<file path="config.mk">
export PLATFORM = sky130hd
export DESIGN_NAME = hv_gen_sequencer_flat
export DESIGN_NICKNAME = d
export VERILOG_FILES = /design/src/rtl/hv_gen_sequencer_if.sv /design/src/rtl/hv_gen_sequencer.sv /design/src/flat_wrapper.sv
export SDC_FILE = /design/constraint.sdc
export NUM_CORES = 1
export LEC_CHECK = 0
export CORE_UTILIZATION = 37
export DETAILED_ROUTE_END_ITERATION = 8
export GPL_TIMING_DRIVEN = 0
export MAX_ROUTING_LAYER = met4
export PLACE_DENSITY = 0.84
export SYNTH_ARGS = -nofsm -noshare
export SYNTH_HDL_FRONTEND = slang
export SYNTH_SLANG_ARGS = --single-unit
</file>
<file path="constraint.sdc">
create_clock -name clk -period 2.5 [get_ports clk]
set_clock_uncertainty 0.05 [all_clocks]
set_input_delay 0.5 -clock clk [delete_from_list [all_inputs] [get_ports clk]]
set_output_delay 0.5 -clock clk [all_outputs]
set_load 0.02 [all_outputs]
</file>
<file path="src/rtl/hv_gen_sequencer_if.sv">
// HV generator sequencer bus: upstream launch, generator stream, encoder tags.
// master = sequencer side, slave = surrounding fabric / testbench.
interface hv_gen_sequencer_if #(
  parameter int CH_W = 7
);
  logic            fin_valid;
  logic            fin_ready;
  logic            gen_fin_valid;
  logic            gen_fin_ready;
  logic            gen_valid;
  logic            gen_ready;
  logic            enc_valid;
  logic            enc_ready;
  logic [1:0]      mod_id;
  logic [CH_W-1:0] chan_idx;
  logic            first_chan;
  logic            last_chan;
  logic            last_mod;
  logic            sample_done;
  logic [2:0]      inflight;
  logic            busy;
  logic            err_underflow;
  logic [15:0]     stall_cycles;

  modport master (
    input  fin_valid, gen_fin_ready, gen_valid,
    input  enc_ready, sample_done,
    output fin_ready, gen_fin_valid, gen_ready,
    output enc_valid, mod_id, chan_idx,
    output first_chan, last_chan, last_mod,
    output inflight, busy, err_underflow,
    output stall_cycles
  );

  modport slave (
    output fin_valid, gen_fin_ready, gen_valid,
    output enc_ready, sample_done,
    input  fin_ready, gen_fin_valid, gen_ready,
    input  enc_valid, mod_id, chan_idx,
    input  first_chan, last_chan, last_mod,
    input  inflight, busy, err_underflow,
    input  stall_cycles
  );
endinterface

</file>
<file path="src/rtl/hv_gen_sequencer.sv">
// HV generator sequencer: launches samples, tags GSR/ECG/EEG beats, limits
// in-flight samples. Ports: clk, rst (sync, high), bus (master modport).
// HV_SEQ_PERF_EN builds the stall_cycles counter; else it reads 0.
module hv_gen_sequencer #(
  parameter int GSR_NUM_CH   = 32,
  parameter int ECG_NUM_CH   = 77,
  parameter int EEG_NUM_CH   = 105,
  parameter int CH_W         = 7,
  parameter int MAX_INFLIGHT = 2
) (
  input  logic clk,
  input  logic rst,
  hv_gen_sequencer_if.master bus
);

  typedef enum logic [1:0] {
    IDLE, GSR, ECG, EEG
  } state_t;

  localparam logic [CH_W-1:0] GSR_LAST = CH_W'(GSR_NUM_CH - 1);
  localparam logic [CH_W-1:0] ECG_LAST = CH_W'(ECG_NUM_CH - 1);
  localparam logic [CH_W-1:0] EEG_LAST = CH_W'(EEG_NUM_CH - 1);
  localparam logic [2:0]      MAX_IF   = 3'(MAX_INFLIGHT);

  state_t          state, state_nx;
  logic [CH_W-1:0] chan_q, chan_nx;
  logic [2:0]      infl_q, infl_nx;
  logic            err_q, err_nx;
  logic [1:0]      mod;
  logic [CH_W-1:0] lim;
  logic            idle, can_launch, launch;
  logic            beat, last_c;

  always_ff @(posedge clk) begin
    if (rst) begin
      state  <= IDLE;
      chan_q <= '0;
      infl_q <= '0;
      err_q  <= 1'b0;
    end else begin
      state  <= state_nx;
      chan_q <= chan_nx;
      infl_q <= infl_nx;
      err_q  <= err_nx;
    end
  end

  // Modality is a pure decode of the streaming state.
  always_comb begin
    mod = 2'd0;
    lim = GSR_LAST;
    unique case (state)
      ECG: begin
        mod = 2'd1;
        lim = ECG_LAST;
      end
      EEG: begin
        mod = 2'd2;
        lim = EEG_LAST;
      end
      default: begin
        mod = 2'd0;
        lim = GSR_LAST;
      end
    endcase
  end

  assign idle       = (state == IDLE);
  assign can_launch = idle && (infl_q < MAX_IF);
  assign launch     = bus.fin_valid && can_launch
                      && bus.gen_fin_ready;
  assign beat       = bus.gen_valid && !idle
                      && bus.enc_ready;
  assign last_c     = (chan_q == lim);

  always_comb begin
    state_nx = state;
    chan_nx  = chan_q;
    infl_nx  = infl_q;
    err_nx   = err_q;
    if (launch) begin
      state_nx = GSR;
      chan_nx  = '0;
    end else if (beat) begin
      if (last_c) begin
        chan_nx = '0;
        unique case (state)
          GSR:     state_nx = ECG;
          ECG:     state_nx = EEG;
          default: state_nx = IDLE;
        endcase
      end else begin
        chan_nx = chan_q + 1'b1;
      end
    end
    // A retire coinciding with a launch leaves the count unchanged.
    if (launch && !bus.sample_done) begin
      infl_nx = infl_q + 1'b1;
    end else if (!launch && bus.sample_done) begin
      if (infl_q != 3'd0) infl_nx = infl_q - 1'b1;
      else                err_nx  = 1'b1;
    end
  end

  assign bus.fin_ready     = bus.gen_fin_ready && can_launch;
  assign bus.gen_fin_valid = bus.fin_valid && can_launch;
  assign bus.enc_valid     = bus.gen_valid && !idle;
  assign bus.gen_ready     = bus.enc_ready && !idle;
  assign bus.mod_id        = mod;
  assign bus.chan_idx      = chan_q;
  assign bus.first_chan    = (chan_q == '0);
  assign bus.last_chan     = last_c;
  assign bus.last_mod      = last_c && (mod == 2'd2);
  assign bus.inflight      = infl_q;
  assign bus.busy          = !idle;
  assign bus.err_underflow = err_q;

`ifdef HV_SEQ_PERF_EN
  logic [15:0] stall_q;

  always_ff @(posedge clk) begin
    if (rst) begin
      stall_q <= '0;
    end else if (launch) begin
      stall_q <= '0;
    end else if (!idle && bus.gen_valid
                 && !bus.enc_ready
                 && stall_q != 16'hFFFF) begin
      stall_q <= stall_q + 1'b1;
    end
  end

  assign bus.stall_cycles = stall_q;
`else
  assign bus.stall_cycles = 16'h0000;
`endif

endmodule
</file>
<file path="src/flat_wrapper.sv">
// flat-port wrapper written by rule: the top's interface ports become plain ports
module hv_gen_sequencer_flat 
#(
  parameter int GSR_NUM_CH   = 32,
  parameter int ECG_NUM_CH   = 77,
  parameter int EEG_NUM_CH   = 105,
  parameter int CH_W         = 7,
  parameter int MAX_INFLIGHT = 2
)
  (clk, rst, bus_fin_valid, bus_gen_fin_ready, bus_gen_valid, bus_enc_ready, bus_sample_done, bus_fin_ready, bus_gen_fin_valid, bus_gen_ready, bus_enc_valid, bus_mod_id, bus_chan_idx, bus_first_chan, bus_last_chan, bus_last_mod, bus_inflight, bus_busy, bus_err_underflow, bus_stall_cycles);
  hv_gen_sequencer_if #(.CH_W(CH_W)) bus_i ();
  input  logic clk;
  input  logic rst;
  input wire logic [$bits(bus_i.fin_valid)-1:0] bus_fin_valid;
  input wire logic [$bits(bus_i.gen_fin_ready)-1:0] bus_gen_fin_ready;
  input wire logic [$bits(bus_i.gen_valid)-1:0] bus_gen_valid;
  input wire logic [$bits(bus_i.enc_ready)-1:0] bus_enc_ready;
  input wire logic [$bits(bus_i.sample_done)-1:0] bus_sample_done;
  output wire logic [$bits(bus_i.fin_ready)-1:0] bus_fin_ready;
  output wire logic [$bits(bus_i.gen_fin_valid)-1:0] bus_gen_fin_valid;
  output wire logic [$bits(bus_i.gen_ready)-1:0] bus_gen_ready;
  output wire logic [$bits(bus_i.enc_valid)-1:0] bus_enc_valid;
  output wire logic [$bits(bus_i.mod_id)-1:0] bus_mod_id;
  output wire logic [$bits(bus_i.chan_idx)-1:0] bus_chan_idx;
  output wire logic [$bits(bus_i.first_chan)-1:0] bus_first_chan;
  output wire logic [$bits(bus_i.last_chan)-1:0] bus_last_chan;
  output wire logic [$bits(bus_i.last_mod)-1:0] bus_last_mod;
  output wire logic [$bits(bus_i.inflight)-1:0] bus_inflight;
  output wire logic [$bits(bus_i.busy)-1:0] bus_busy;
  output wire logic [$bits(bus_i.err_underflow)-1:0] bus_err_underflow;
  output wire logic [$bits(bus_i.stall_cycles)-1:0] bus_stall_cycles;
  assign bus_i.fin_valid = bus_fin_valid;
  assign bus_i.gen_fin_ready = bus_gen_fin_ready;
  assign bus_i.gen_valid = bus_gen_valid;
  assign bus_i.enc_ready = bus_enc_ready;
  assign bus_i.sample_done = bus_sample_done;
  assign bus_fin_ready = bus_i.fin_ready;
  assign bus_gen_fin_valid = bus_i.gen_fin_valid;
  assign bus_gen_ready = bus_i.gen_ready;
  assign bus_enc_valid = bus_i.enc_valid;
  assign bus_mod_id = bus_i.mod_id;
  assign bus_chan_idx = bus_i.chan_idx;
  assign bus_first_chan = bus_i.first_chan;
  assign bus_last_chan = bus_i.last_chan;
  assign bus_last_mod = bus_i.last_mod;
  assign bus_inflight = bus_i.inflight;
  assign bus_busy = bus_i.busy;
  assign bus_err_underflow = bus_i.err_underflow;
  assign bus_stall_cycles = bus_i.stall_cycles;
  hv_gen_sequencer #(.GSR_NUM_CH(GSR_NUM_CH), .ECG_NUM_CH(ECG_NUM_CH), .EEG_NUM_CH(EEG_NUM_CH), .CH_W(CH_W), .MAX_INFLIGHT(MAX_INFLIGHT)) u_core (.clk(clk), .rst(rst), .bus(bus_i));
endmodule
</file>
==> results.yml <==
outcome:
  status: "complete, no violations"
timing:
  finalHoldViolations: 0
  fin_ws_ns: 0.0578
  slew_headroom: 0.598
  final_max_slew_viol_count: 0
  final-setup-viol-count: 0
  clock.fmax_mhz: 409
  fin_setup_tns_ns: 0
  finalCriticalPeriod_ns: 2.44
  rsz0062_at_grt: "yes"
  final.period_utilization: 0.977
  tightest_slew_ns: 0.597
min_path:
  hold_depth: 2
  hp-start: "u_core.bus.err_underflow$_SDFFE_PP0P_"
  hold_path_end: "u_core.bus.err_underflow$_SDFFE_PP0P_"
  hp-class: "flip-flop to flip-flop"
route:
  ant_nets: 0
  wl_met1_um: 931
  wirelength_um: 2230
  dr.pass1.iters: 4
  met2_length_um: 1150
  met3_length_um: 122
  vias_per_cell: 4.63
  vias: 893
  drc_errors: 0
  highest_layer: "met4"
  drt_iter0_drc: 8
  wl_per_cell_um: 11.6
setup_path:
  critical_path.endpoint_type: "flip-flop"
  crit_arrival_ns: 2.61
  worst-path-max-fanout: 4
  cp_cell_sequence: "clkdlybuf4s50_1 > and4bb_2 > nand2_2 > inv_2 > ha_4 > inv_1 > fa_2 > xor2_1 > or4_1 > a21oi_1"
  reg2regPathDepth: 11
  max_stage_delay_ns: 0.45
  reg2reg_slack_ns: 0.10
  crit_type: "primary input to flip-flop"
  slowest_stage: "clkdlybuf4s50_1"
  r2r-start: "u_core.state[0]$_SDFFE_PP0P_"
  reg2reg_to: "u_core.bus.inflight[2]$_SDFFE_PP0P_"
  cp.required_ns: 2.67
  critPathLaunchType: "primary input"
logic_synthesis:
  syn_inst: 115
  ys_seq_area_frac: 0.260
  avgSynthCellArea_um2: 8.71
  syn-cell-area_um2: 1000
  synth_edf_count: 0
  ys_top_cells_by_count: "17 x buf_4, 13 x dfxtp_1, 12 x nor2_1"
  netlist.area_leader.share: 0.260
  yosys_warnings: 0
  synth_top_area_cell: "dfxtp_1"
  synth-main-ff-cell: "dfxtp_1"
  async_flop_share: 0
  synth.most_common_cell: "buf_4"
  yosys-top-cells-area: "dfxtp_1 26%, buf_4 13%, ha_1 11%"
  synthDistinctLibCells: 35
  ys_ff_latch: 13
clock_network:
  cts_tree: "built"
  cts-root-buf: "clkbuf_4"
  cts_buffers: 3
  cts_buffer_depth: 2
  holdBufCountCts: 0
  clk_latency_ns: 0.29
  clk_pin_slew_ns: 0.08
  cts_sinks: 13
  htree_levels: 1
placed_design:
  pre_cts_slack_ns: -0.402
  placed_cells: 187
  gp_congestion: 0.761
  dp_hpwl_um: 1700
  port_buffers: 27
floorplan:
  start_util: 0.397
  fp.dieH_um: 54.0
  num_rows: 18
  die_w_um: 54.0
  die-area_um2: 2920
  core_um2: 2520
  io_pins: 44
layout:
  drive_above_1_share: 0.264
  final_cells: 193
  finalCoreUtilization: 0.585
  antenna_cells: 0
  num-nets-final: 181
  area_growth_pct: 47.3
pwr:
  p_leak_uw: 0.000682
  peakVddDrop_mv: 0.546
  power_density_nw_per_um2: 566
grt:
  grt_pass1_vias: 765
  grt.total_usage: 0.167
  grt_pass1_wl_um: 3350
  grt_antenna_before_repair: 0
  gr-total-overflow: 0
  grt_max_degree: 10
job:
  maxCapViolations: 0
[layout by cell type, fill, tap and decap left out, types with 2 or more instances in the layout]
cell             synthesis  layout
a21oi_1                  6       6
and3_1                   2       2
and4b_1                  2       2
buf_4                   17      19
clkbuf_4                 0       3
clkdlybuf4s50_1          0      22
conb_1                   1      16
dfxtp_1                 13      11
dlygate4sd2_1            0       2
dlymetal6s2s_1           0       2
ha_1                     9       6
ha_4                     0       3
inv_1                    8       5
inv_2                    0       3
nand2_1                  4       3
nand4_1                  4       4
nor2_1                  12      12
nor2b_1                  4       3
nor3_1                   3       3
nor4b_1                  2       2
o21ai_0                  2       2
xor2_1                   6       6
[kinds of logic after synthesis]
| kind of cell | Yosys count | share of synthesized area |
|---|---|---|
| flip-flops | 13 | 0.260 |
| other | 1 | 0.00374 |
| XOR/XNOR | 7 | 0.0612 |
| AND/OR/NAND/NOR | 41 | 0.243 |
| adder cells (fa/ha/maj) | 10 | 0.132 |
| buffers and inverters | 27 | 0.174 |
| AO/OA/AOI/OAI | 14 | 0.0986 |
| multiplexers | 2 | 0.0275 |
[layout make-up]
type / count / area (um2)
inverter: 8 / 30.0
timing repair buffer: 29 / 289
tap: 30 / 37.5
buffer: 19 / 144
sequential: 13 / 265
multi-input combinational: 90 / 684
clock buffer: 4 / 26.3
fill: 255 / 1050
[sequential cells by signal (all words and copies together), names as in the netlist]
signal                    cells
u_core.state                  2
u_core.bus.chan_idx           7
u_core.bus.err_underflow      1
u_core.bus.inflight           3
[per-layer routing]
layer / vias to the layer above / track usage
li1: 455 / -
met1: 406 / 0.173
met2: 27 / 0.294
met3: 5 / 0.0593
met4: 0 / 0.0513
met5: - / -
[metrics by stage]
step / hold WS [ns] / power (uW) / instance area, um2
6_report: 0.437 / 836 / 1480
2_1_floorplan: 0.463 / 530 / 1070
3_3_place_gp: 0.410 / 660 / 1380
4_1_cts: 0.450 / 836 / 1450
5_1_grt: 0.457 / 890 / 1480
3_5_place_dp: 0.430 / 676 / 1380
[timing repair]
item                       CTS  global route
hold endpoints to repair     0             0
gates resized for setup     14             8
setup endpoints to repair    5             5
setup buffers                2             0
pin swaps                    1             2
[how the worst max path moves through the flow]
| stage | startpoint | end | cells past startpoint | slack, ns |
|---|---|---|---|---|
| 3_3_place_gp | bus_fin_valid | u_core.bus.inflight[2]$_SDFFE_PP0P_ | 10 | -0.33 |
| 4_1_cts | bus_gen_fin_ready | bus_fin_ready | 3 | 0.01 |
| 6_report | bus_fin_valid | u_core.bus.inflight[2]$_SDFFE_PP0P_ | 10 | 0.06 |
| 5_1_grt | u_core.state[0]$_SDFFE_PP0P_ | u_core.bus.inflight[2]$_SDFFE_PP0P_ | 11 | -0.007 |
| 2_1_floorplan | u_core.state[0]$_SDFFE_PP0P_ | u_core.bus.inflight[2]$_SDFFE_PP0P_ | 11 | 0.01 |
| 3_5_place_dp | bus_fin_valid | u_core.bus.inflight[2]$_SDFFE_PP0P_ | 10 | -0.40 |
[worst max-delay path: cells and delay by family]
kind | cells | cell delay, ns
xor gates and xnor gates | 1 | 0.17
buffers and inverters | 3 | 0.58
and+or+nand+nor | 3 | 0.74
adders and majority gates | 2 | 0.47
AOI/OAI and AO/OA | 1 | 0.14
[where the power goes]
group          switching [uW]  leakage, uW  internal [uW]
combinational             216     0.000561            204
sequential               42.0     0.000107            237
clock                    74.8    0.0000150           62.1
total                     333     0.000682            503
(Power assumes the default switching activity.)
